`src/rtl/mac_seq_ctrl.sv`:
```
// Job sequencer for the external int8/fp16 MAC: loads a bias, streams operand pairs, presents the result.
// Optional: define MAC_SEQ_STALL_CNT_EN to add the stat_stall input-starvation counter.
module mac_seq_ctrl #(
  parameter int LEN_W = 8
) (
  input  logic             clk,
  input  logic             rst_n,
  input  logic             start,
  input  logic             abort,
  input  logic             cfg_mode,
  input  logic [LEN_W-1:0] cfg_len,
  input  logic [27:0]      cfg_bias_int,
  input  logic [17:0]      cfg_bias_fp,
  output logic             busy,
  input  logic             in_valid,
  output logic             in_ready,
  input  logic [15:0]      in_value,
  input  logic [15:0]      in_weight,
  output logic             mac_mode,
  output logic [15:0]      mac_value,
  output logic [15:0]      mac_weight,
  output logic [27:0]      mac_ints,
  output logic [17:0]      mac_fps,
  input  logic [27:0]      mac_intr,
  input  logic [17:0]      mac_fpr,
  output logic             out_valid,
  input  logic             out_ready,
  output logic             out_mode,
  output logic [27:0]      out_int,
`ifdef MAC_SEQ_STALL_CNT_EN
  output logic [15:0]      stat_stall,
`endif
  output logic [17:0]      out_fp
);

  typedef enum logic [1:0] {
    S_IDLE = 2'd0,
    S_ACC  = 2'd1,
    S_DONE = 2'd2
  } state_e;

  state_e           state_q, state_d;
  logic [27:0]      acc_int_q, acc_int_d;
  logic [17:0]      acc_fp_q, acc_fp_d;
  logic [LEN_W-1:0] cnt_q, cnt_d;
  logic [LEN_W-1:0] len_q, len_d;
  logic             mode_q, mode_d;
  logic [27:0]      out_int_q, out_int_d;
  logic [17:0]      out_fp_q, out_fp_d;
  logic             out_mode_q, out_mode_d;
  logic [LEN_W-1:0] cnt_inc;

  assign cnt_inc = cnt_q + LEN_W'(1);

  // NOTE: every signal written here gets its default first, so no path leaves it unassigned (no latch).
  always_comb begin
    state_d   = state_q;
    acc_int_d = acc_int_q;
    acc_fp_d  = acc_fp_q;
    cnt_d     = cnt_q;
    len_d     = len_q;
    mode_d    = mode_q;
    unique case (state_q)
      S_IDLE: begin
        if (start) begin
          mode_d    = cfg_mode;
          len_d     = cfg_len;
          acc_int_d = cfg_bias_int;
          acc_fp_d  = cfg_bias_fp;
          cnt_d     = '0;
          state_d   = (cfg_len == '0) ? S_DONE : S_ACC;
        end
      end
      S_ACC: begin
        if (abort) begin
          state_d = S_IDLE;
        end else if (in_valid) begin
          if (mode_q) acc_fp_d  = mac_fpr;
          else        acc_int_d = mac_intr;
          cnt_d = cnt_inc;
          if (cnt_inc == len_q) state_d = S_DONE;
        end
      end
      S_DONE: begin
        if (abort || out_ready) state_d = S_IDLE;
      end
      default: state_d = S_IDLE;
    endcase
  end

  // Result registers only load on the way into DONE, so a new start cannot disturb the last result.
  always_comb begin
    out_int_d  = out_int_q;
    out_fp_d   = out_fp_q;
    out_mode_d = out_mode_q;
    if (state_d == S_DONE) begin
      out_int_d  = acc_int_d;
      out_fp_d   = acc_fp_d;
      out_mode_d = mode_d;
    end
  end

  // NOTE: sequential state uses non-blocking assignments so all flops update together at the edge.
  always_ff @(posedge clk or negedge rst_n) begin
    if (!rst_n) begin
      state_q    <= S_IDLE;
      acc_int_q  <= '0;
      acc_fp_q   <= '0;
      cnt_q      <= '0;
      len_q      <= '0;
      mode_q     <= 1'b0;
      out_int_q  <= '0;
      out_fp_q   <= '0;
      out_mode_q <= 1'b0;
    end else begin
      state_q    <= state_d;
      acc_int_q  <= acc_int_d;
      acc_fp_q   <= acc_fp_d;
      cnt_q      <= cnt_d;
      len_q      <= len_d;
      mode_q     <= mode_d;
      out_int_q  <= out_int_d;
      out_fp_q   <= out_fp_d;
      out_mode_q <= out_mode_d;
    end
  end

  assign busy      = (state_q == S_ACC) || (state_q == S_DONE);
  assign in_ready  = (state_q == S_ACC);
  assign out_valid = (state_q == S_DONE);
  assign out_int   = out_int_q;
  assign out_fp    = out_fp_q;
  assign out_mode  = out_mode_q;

  assign mac_mode   = mode_q;
  assign mac_value  = in_value;
  assign mac_weight = in_weight;
  assign mac_ints   = acc_int_q;
  assign mac_fps    = acc_fp_q;

`ifdef MAC_SEQ_STALL_CNT_EN
  logic [15:0] stall_q, stall_d;

  always_comb begin
    stall_d = stall_q;
    if (state_q == S_IDLE && start) begin
      stall_d = '0;
    end else if (state_q == S_ACC && !in_valid && stall_q != 16'hFFFF) begin
      stall_d = stall_q + 16'd1;
    end
  end

  always_ff @(posedge clk or negedge rst_n) begin
    if (!rst_n) stall_q <= '0;
    else        stall_q <= stall_d;
  end

  assign stat_stall = stall_q;
`endif

endmodule

```
`config.mk`:
```
export PLATFORM = sky130hd
export DESIGN_NAME = mac_seq_ctrl
export DESIGN_NICKNAME = d
export VERILOG_FILES = /design/src/rtl/mac_seq_ctrl.sv
export SDC_FILE = /design/constraint.sdc
export NUM_CORES = 1
export LEC_CHECK = 0
export CELL_PAD_IN_SITES_DETAIL_PLACEMENT = 1
export CELL_PAD_IN_SITES_GLOBAL_PLACEMENT = 1
export CORE_MARGIN = 2
export CORE_UTILIZATION = 32
export CTS_CLUSTER_DIAMETER = 60
export DETAILED_ROUTE_END_ITERATION = 7
export GPL_TIMING_DRIVEN = 0
export PLACE_DENSITY_LB_ADDON = 0.1
export SETUP_SLACK_MARGIN = 0.5
export SYNTH_ARGS = -nofsm -noshare
export SYNTH_HDL_FRONTEND = slang
export SYNTH_SLANG_ARGS = --single-unit
```
`constraint.sdc`:
```
create_clock -name clk -period 4.15 [get_ports clk]
set_input_delay 0.83 -clock clk [delete_from_list [all_inputs] [get_ports clk]]
set_output_delay 0.83 -clock clk [all_outputs]
set_load 0.03 [all_outputs]
```
---- Word level (Yosys, flattened, before mapping) ----
Cells that the tools add are included.
word-level totals
  register bits ........................... 112
  bits of input ports ..................... 139
cells by class
  add/sub/neg operators ................... 1
  equality and inequality tests ........... 7
  mux-type cells .......................... 23
  reductions and logical operators ........ 7
operator list
  cell                   number
  $mux W28               4
  $mux W18               4
  $pmux W28 S2           1
  $pmux W18 S2           1
  $mux W8                3
  $pmux W8 S2            1
  $mux W2                6
  $add A8 B1 Y8 const B  1
  $eq A8 B8 Y1           1
  $logic_not A8 Y1       1
  $ne A2 B2 Y1 const B   3
  $pmux W2 S3            1
  $eq A2 B2 Y1 const B   2
  $reduce_and A4 Y1      1
  $eq A2 B1 Y1 const B   1
  $logic_not A2 Y1       1
  $logic_or A1 B1 Y1     2
  $mux W1                2
  $reduce_and A2 Y1      1
  $reduce_bool A2 Y1     1

---- Depth between registers and ports, before layout ----
Gate-level depths: netlist (run 1).
  word-level depth ........................ 7
  depth in mapped cells ................... 10

---- Worst setup path before layout (run 1) ----
No wires, ideal clock.
  kind .................................... input to register
  start ................................... input port cfg_len[5]
  end ..................................... register out_fp_q[14], in the netlist out_fp[14]
  arrival ................................. 2.726 ns
  path slack .............................. 1.297 ns
  stages on the path ...................... 8
  cell sequence ........................... or4_1 > nor3_2 > nand3_1 > a32o_1 > a211oi_2 > buf_4 > buf_6 > mux2_1
on the way
  longest elaborated chain between the ends .. 5
RTL lines
  element                 RTL line  RTL
  start: declaration      11        input logic [LEN_W-1:0] cfg_len,
  $logic_not A8 Y1        71        state_d = (cfg_len == '0) ? S_DONE : S_ACC;
  $mux W2                 71
  $mux W2                 65        if (start) begin
  $pmux W2 S3             63        unique case (state_q)
  $eq A2 B2 Y1            96        if (state_d == S_DONE) begin
  end signal: assignment  123       out_fp_q <= out_fp_d;
  end: declaration        49        logic [17:0] out_fp_q, out_fp_d;
No other way between the ends.
A chain may end at the register's enable or synchronous reset.

---- Worst setup path after layout (run 1) ----
  start ................................... input port cfg_len[5]
  end ..................................... register out_int_q[6], in the netlist out_int[6]
on the way
  longest elaborated chain between the ends .. 5
RTL lines
  element                 RTL line  RTL
  $logic_not A8 Y1        71
  $mux W2                 71
  $mux W2                 65
  $pmux W2 S3             63
  $eq A2 B2 Y1            96
  end signal: assignment  122       out_int_q <= out_int_d;
  end: declaration        48        logic [27:0] out_int_q, out_int_d;
No other way between the ends.

==> results of run 1 <==
-- through the flow --
stage          util (%)  setup TNS, ps
2_1_floorplan         -              0
4_1_cts           51.32              0
6_report          51.32              0
5_1_grt           51.32              0
3_3_place_gp      49.19        -242980
3_5_place_dp      49.37              0
-- routing by layer --
metal	vias up	wire length, um	GRT usage (%)
met5	-	0	0
met4	0	274	5.374
met3	15	1340	7.755
met2	158	8659	34.96
met1	2205	6360	21.25
li1	2103	-	-
-- flip-flops by register name, indices dropped and copies added (netlist names) --
name and cells:
cnt_q 8, len_q 8, mac_fps 18, mac_ints 28
mac_mode 1, out_fp 18, out_int 28, out_mode 1
state_q 2
-- cell families after synthesis --
group                    share of synthesized area (%)
XOR/XNOR                                         1.438
flip-flops                                       53.69
buffers and inverters                            7.359
adder cells (fa/ha/maj)                          1.198
AO/OA/AOI/OAI                                    10.95
multiplexers                                     12.68
AND/OR/NAND/NOR                                  12.68
-- final timing paths --
| kind | cells past startpoint | end | from | slack (ps) |
|---|---|---|---|---|
| max | 9 | out_int[6]$_DFFE_PN0N_ | cfg_len[5] | 820 |
| min | 1 | cnt_q[3]$_DFFE_PN0P_ | rst_n | 430 |
| max reg2reg | 9 | out_int[21]$_DFFE_PN0N_ | state_q[1]$_DFF_PN0_ | 1020 |
| min reg2reg | 1 | out_int[24]$_DFFE_PN0N_ | out_int[24]$_DFFE_PN0N_ | 490 |
| max in group asynchronous | 2 | mac_ints[20]$_DFF_PN0_ | rst_n | 3050 |
| min in group clk | 1 | out_int[24]$_DFFE_PN0N_ | out_int[24]$_DFFE_PN0N_ | 490 |
-- layout make-up --
type	instances	area [sq um]	share of cell area, %
well taps	216	270.3	3.303
plain buffers	57	365.4	4.466
inverters	5	18.77	0.2294
flip-flops and latches	112	2803	34.26
repair buffers	236	2381	29.10
clock inverters	5	81.33	0.9940
multi-input cells	297	2033	24.85
clock buffers	10	229.0	2.799
-- critical path, cell delays in order --
cell and delay (ps):
clkdlybuf4s50_1 420, or4_1 540, nor3_2 240, nand3_1 150, a32o_1 280, a211oi_2 290
buf_4 260, buf_6 200, mux2_1 340
-- cells in the mapped netlist (5+ instances only) --
| master | instances | area [sq um] |
|---|---|---|
| nand2_1 | 103 | 386.6 |
| inv_1 | 5 | 18.77 |
| nor2_1 | 7 | 26.28 |
| a22o_1 | 5 | 43.79 |
| mux2_2 | 27 | 304.0 |
| buf_4 | 33 | 247.7 |
| or3_1 | 6 | 37.54 |
| nand3_1 | 5 | 25.02 |
| nor2b_1 | 5 | 31.28 |
| ha_1 | 5 | 62.56 |
| dfrtp_1 | 112 | 2803 |
| clkbuf_1 | 15 | 56.30 |
| o21ai_0 | 8 | 40.04 |
| xnor2_1 | 5 | 43.79 |
| nand2b_1 | 6 | 37.54 |
| a22oi_1 | 47 | 352.8 |
| mux2_1 | 30 | 337.8 |
-- power breakdown --
part           switching, mW  internal, mW
logic                   1.62          1.11
clock network          0.391         0.528
registers              0.253          1.49
total                   2.26          3.13
==> metrics.yaml, run 1 <==
run_status:
  run_status: "completed"
flow_run:
  drv_cap: 0
timing:
  clock_skew_ps: 8.892
  hold_violations: 0
  hold_slack_ps: 426.7
  min_period_ps: 3327
  slew_violations: 0
  timing.final.crit_share_pct: 80.17
  worstMarginPinSlew_ps: 982.2
  max_slew_margin_pct: 34.28
  rsz0062_at_grt: "no"
  setup_slack_ps: 823.0
  final-setup-viol-count: 0
  max_freq_ghz: 0.3006
floorplanning:
  die-area_sq_um: 17350
  die_w_um: 131.7
  die_y_um: 131.7
  rows: 46
  io_pins: 268
  initial_utilization_pct: 32.74
  core_sq_um: 15940
place:
  place_ws_ps: 458.9
  port_buffers: 235
  place.gp.congestion: 0.7941
  dp_hpwl_um: 12890
  placedCellCount: 923
  placed_area_sq_um: 7871
setup_path:
  critical_path_class: "in -> reg"
  cp_max_fo: 10
  critical_path.endpoint_type: "flip-flop"
  crit_required_ps: 4380
  crit_path_start_kind: "input pin"
  cp_data_arrival_time_ps: 3550
global_route:
  grt_pass1_wl_um: 26660
  grt_pass1_vias: 4933
  track_usage_pct: 19.45
  grt_overflow: 0
  antenna_found_initial: 0
  grt_max_degree: 63
power_and_ir_drop:
  power_mw: 5.393
  power.density_nw_per_um2: 659.1
  total_leakage_power_nw: 3.692
  worst_ir_drop_vdd_v: 0.0003468
clock_tree:
  cts_hold_buf: 0
  clock-sinks: 112
  cts_root_buf: "clkbuf_16"
  h-tree-depth: 3
  insertion_delay_ps: 350
  clk_pin_slew_ps: 70
  cts.path.max_buffers: 2
  cts_tree: "done"
  postCtsSetupRepairBufs: 0
  post_cts_resized: 0
  cts_buffers: 9
route:
  finalWirelength_um: 16640
  via_per_inst: 4.777
  drt_pass1_iterations: 6
  drcViolationCount: 0
  via_count: 4481
  ant_nets: 0
  wire_per_inst_um: 17.74
  drt_iter0_drc: 137
cells_and_area:
  final_layout_size_suffix_gt1_share_pct: 12.05
  final_cell_mix: "234 x clkdlybuf4s50_1, 112 x dfrtp_1, 103 x nand2_1, 47 x a22oi_1, 33 x buf_4"
  design_area_sq_um: 8182
  nFillCells: 1731
  fin_nets: 862
  n_antenna_cell: 0
  layout.cells.non_filler: 938
  area_growth_pct: 56.74
  final_common_cell: "clkdlybuf4s50_1"
synthesis:
  synthArstFlopShare_pct: 100.0
  syn_area_per_cell_sq_um: 11.08
  ys_warn_count: 0
  synthCells: 471
  yosysUniqueCellTypes: 43
  yosysSeqAreaShare_pct: 53.69
  synthesis.area_sq_um: 5220
  ys_ff_latch: 112
  synth_flop_cell: "dfrtp_1"
  synth_edf_count: 0
  synth_nets: 615
min_path:
  worstHoldPathType: "in -> async"
No activity file was read; power rests on OpenSTA's default activity.
==> run 2: changes to the inputs <==
--- a/config.mk
+++ b/config.mk
@@ -8,7 +8,7 @@
 export CELL_PAD_IN_SITES_DETAIL_PLACEMENT = 1
 export CELL_PAD_IN_SITES_GLOBAL_PLACEMENT = 1
 export CORE_MARGIN = 2
-export CORE_UTILIZATION = 32
+export CORE_UTILIZATION = 27
 export CTS_CLUSTER_DIAMETER = 60
 export DETAILED_ROUTE_END_ITERATION = 7
 export GPL_TIMING_DRIVEN = 0
==> constraint.sdc (replaced) <==
create_clock -name clk -period 2.7 [get_ports clk]
set_input_delay 0.54 -clock clk [delete_from_list [all_inputs] [get_ports clk]]
set_output_delay 0.54 -clock clk [all_outputs]
set_load 0.03 [all_outputs]
==> metrics.yaml, run 2 (synthesized netlist as in run 1, its figures left out) <==
global_route:
  grt_max_degree: 81
  antenna_found_initial: 0
  grt_pass1_vias: 4949
  grt_pass1_wl_um: 27370
  grt_overflow: 0
  track_usage_pct: 17.45
clock_tree:
  cts_root_buf: "clkbuf_16"
  h-tree-depth: 3
  clk_pin_slew_ps: 80
  insertion_delay_ps: 350
  cts.path.max_buffers: 2
  cts_hold_buf: 0
  clock-sinks: 112
  cts_tree: "done"
  cts_buffers: 9
timing:
  rsz0062_at_grt: "yes"
  final-setup-viol-count: 39
  worstMarginPinSlew_ps: 442.2
  clock_skew_ps: 8.952
  hold_violations: 0
  setup_slack_ps: -78.49
  slew_violations: 0
  min_period_ps: 2778
  timing.final.crit_share_pct: 102.9
  finalSetupTns_ps: -1313
  max_slew_margin_pct: 70.52
  max_freq_ghz: 0.3599
route:
  ant_nets: 0
  drcViolationCount: 0
  wire_per_inst_um: 17.85
  drt_iter0_drc: 165
  drt_pass1_iterations: 4
  via_count: 4582
  finalWirelength_um: 17910
  via_per_inst: 4.568
place:
  place_ws_ps: -713.8
  place.gp.congestion: 0.7813
  port_buffers: 235
  dp_hpwl_um: 13380
  placed_area_sq_um: 8063
power_and_ir_drop:
  power.density_nw_per_um2: 978.4
  total_leakage_power_nw: 3.887
  worst_ir_drop_vdd_v: 0.0004916
floorplanning:
  io_pins: 268
  die-area_sq_um: 20460
  core_sq_um: 18830
  initial_utilization_pct: 27.72
  die_y_um: 143.0
  die_w_um: 143.0
  rows: 50
setup_path:
  crit_path_start_kind: "flip-flop"
  critical_path_class: "reg -> reg"
  critical_path.endpoint_type: "flip-flop"
  cp_data_arrival_time_ps: 3020
  critical_path.slowest_cell: "dfrtp_1"
  worstPathCellList: "ha_4, nand3_4, or3_4, a211oi_4, nand4_1, a211oi_4, buf_6, buf_12, buf_12, mux2_4"
  crit_start: "cnt_q[1]$_DFFE_PN0P_"
  crit_buf_inv: 3
  r2r-start: "cnt_q[1]$_DFFE_PN0P_"
  crit_family: "simple AND/OR/NAND/NOR gates"
  max_stage_delay_ps: 420
  cp_max_fo: 7
  crit_required_ps: 2940
cells_and_area:
  area_growth_pct: 67.28
  final_cell_mix: "226 x clkdlybuf4s50_1, 109 x dfrtp_1, 103 x nand2_1, 50 x buf_4, 47 x a22oi_1"
  nFillCells: 2036
  fin_nets: 883
  final_layout_size_suffix_gt1_share_pct: 22.88
  final_common_cell: "clkdlybuf4s50_1"
  design_area_sq_um: 8732
  n_antenna_cell: 0
run_status:
  run_status: "complete, but fails checks"
  violations: "negative setup slack"
flow_run:
  drv_cap: 0
min_path:
  worstHoldPathType: "in -> async"
run 2: final cells by class:
cell class	count	area, sq um	share of cell area [%]
flip-flops and latches	112	2806	32.14
clock inverters	5	65.06	0.7451
repair buffers	257	2614	29.93
inverters	5	18.77	0.2149
clock buffers	10	229.0	2.622
multi-input cells	297	2233	25.58
well taps	260	325.3	3.725
plain buffers	57	440.4	5.044
run 2: routing by layer:
metal	vias up	track usage [%]	share of wire, %
li1	2143	-	-
met2	143	29.94	52
met3	13	5.567	7.5
met4	0	5.003	1.2
met1	2283	20.98	40
met5	-	0	0
run 2: path summary, 6_finish.rpt:
| kind | endpoint | slack, ps | cells past startpoint |
|---|---|---|---|
| max | out_fp[16]$_DFFE_PN0N_ | -80 | 10 |
| min | cnt_q[5]$_DFFE_PN0P_ | 60 | 1 |
| max reg2reg | out_fp[16]$_DFFE_PN0N_ | -80 | 10 |
| min reg2reg | mac_fps[13]$_DFF_PN0_ | 490 | 2 |
| max in group asynchronous | mac_ints[26]$_DFF_PN0_ | 1910 | 2 |
| min in group clk | mac_fps[13]$_DFF_PN0_ | 490 | 2 |
run 2: repair_timing:
item,in CTS,in global routing
hold endpoints to repair,0,0
pin swaps,11,1
gates cloned,2,0
setup endpoints to repair,111,86
buffers inserted,15,4
resized for setup,51,20
run 2: stage by stage:
stage	hold slack (ps)	utilization [%]	cells	power, mW
5_1_grt	71.78	46.37	1003	9.076
2_1_floorplan	244.4	-	471	5.165
3_3_place_gp	469.2	42.66	966	6.979
6_report	60.41	46.37	1003	8.543
3_5_place_dp	450.0	42.82	967	7.097
4_1_cts	59.34	46.07	999	8.628
run 2: worst register-to-register path: cells and delay by family (launching register included):
family	cells	cell delay, ps
AND/OR/NAND/NOR	3	730
AO/OA/AOI/OAI	2	570
buffers and inverters	3	460
flip-flops	1	420
multiplexers	1	300
adder cells (fa/ha/maj)	1	200
run 2: where the power goes:
group / leakage (nW) / total [mW] / switching, mW / internal, mW
Clock: 0.137 / 1.37 / 0.647 / 0.727
Combinational: 2.31 / 4.45 / 2.56 / 1.89
Sequential: 1.44 / 2.71 / 0.417 / 2.30
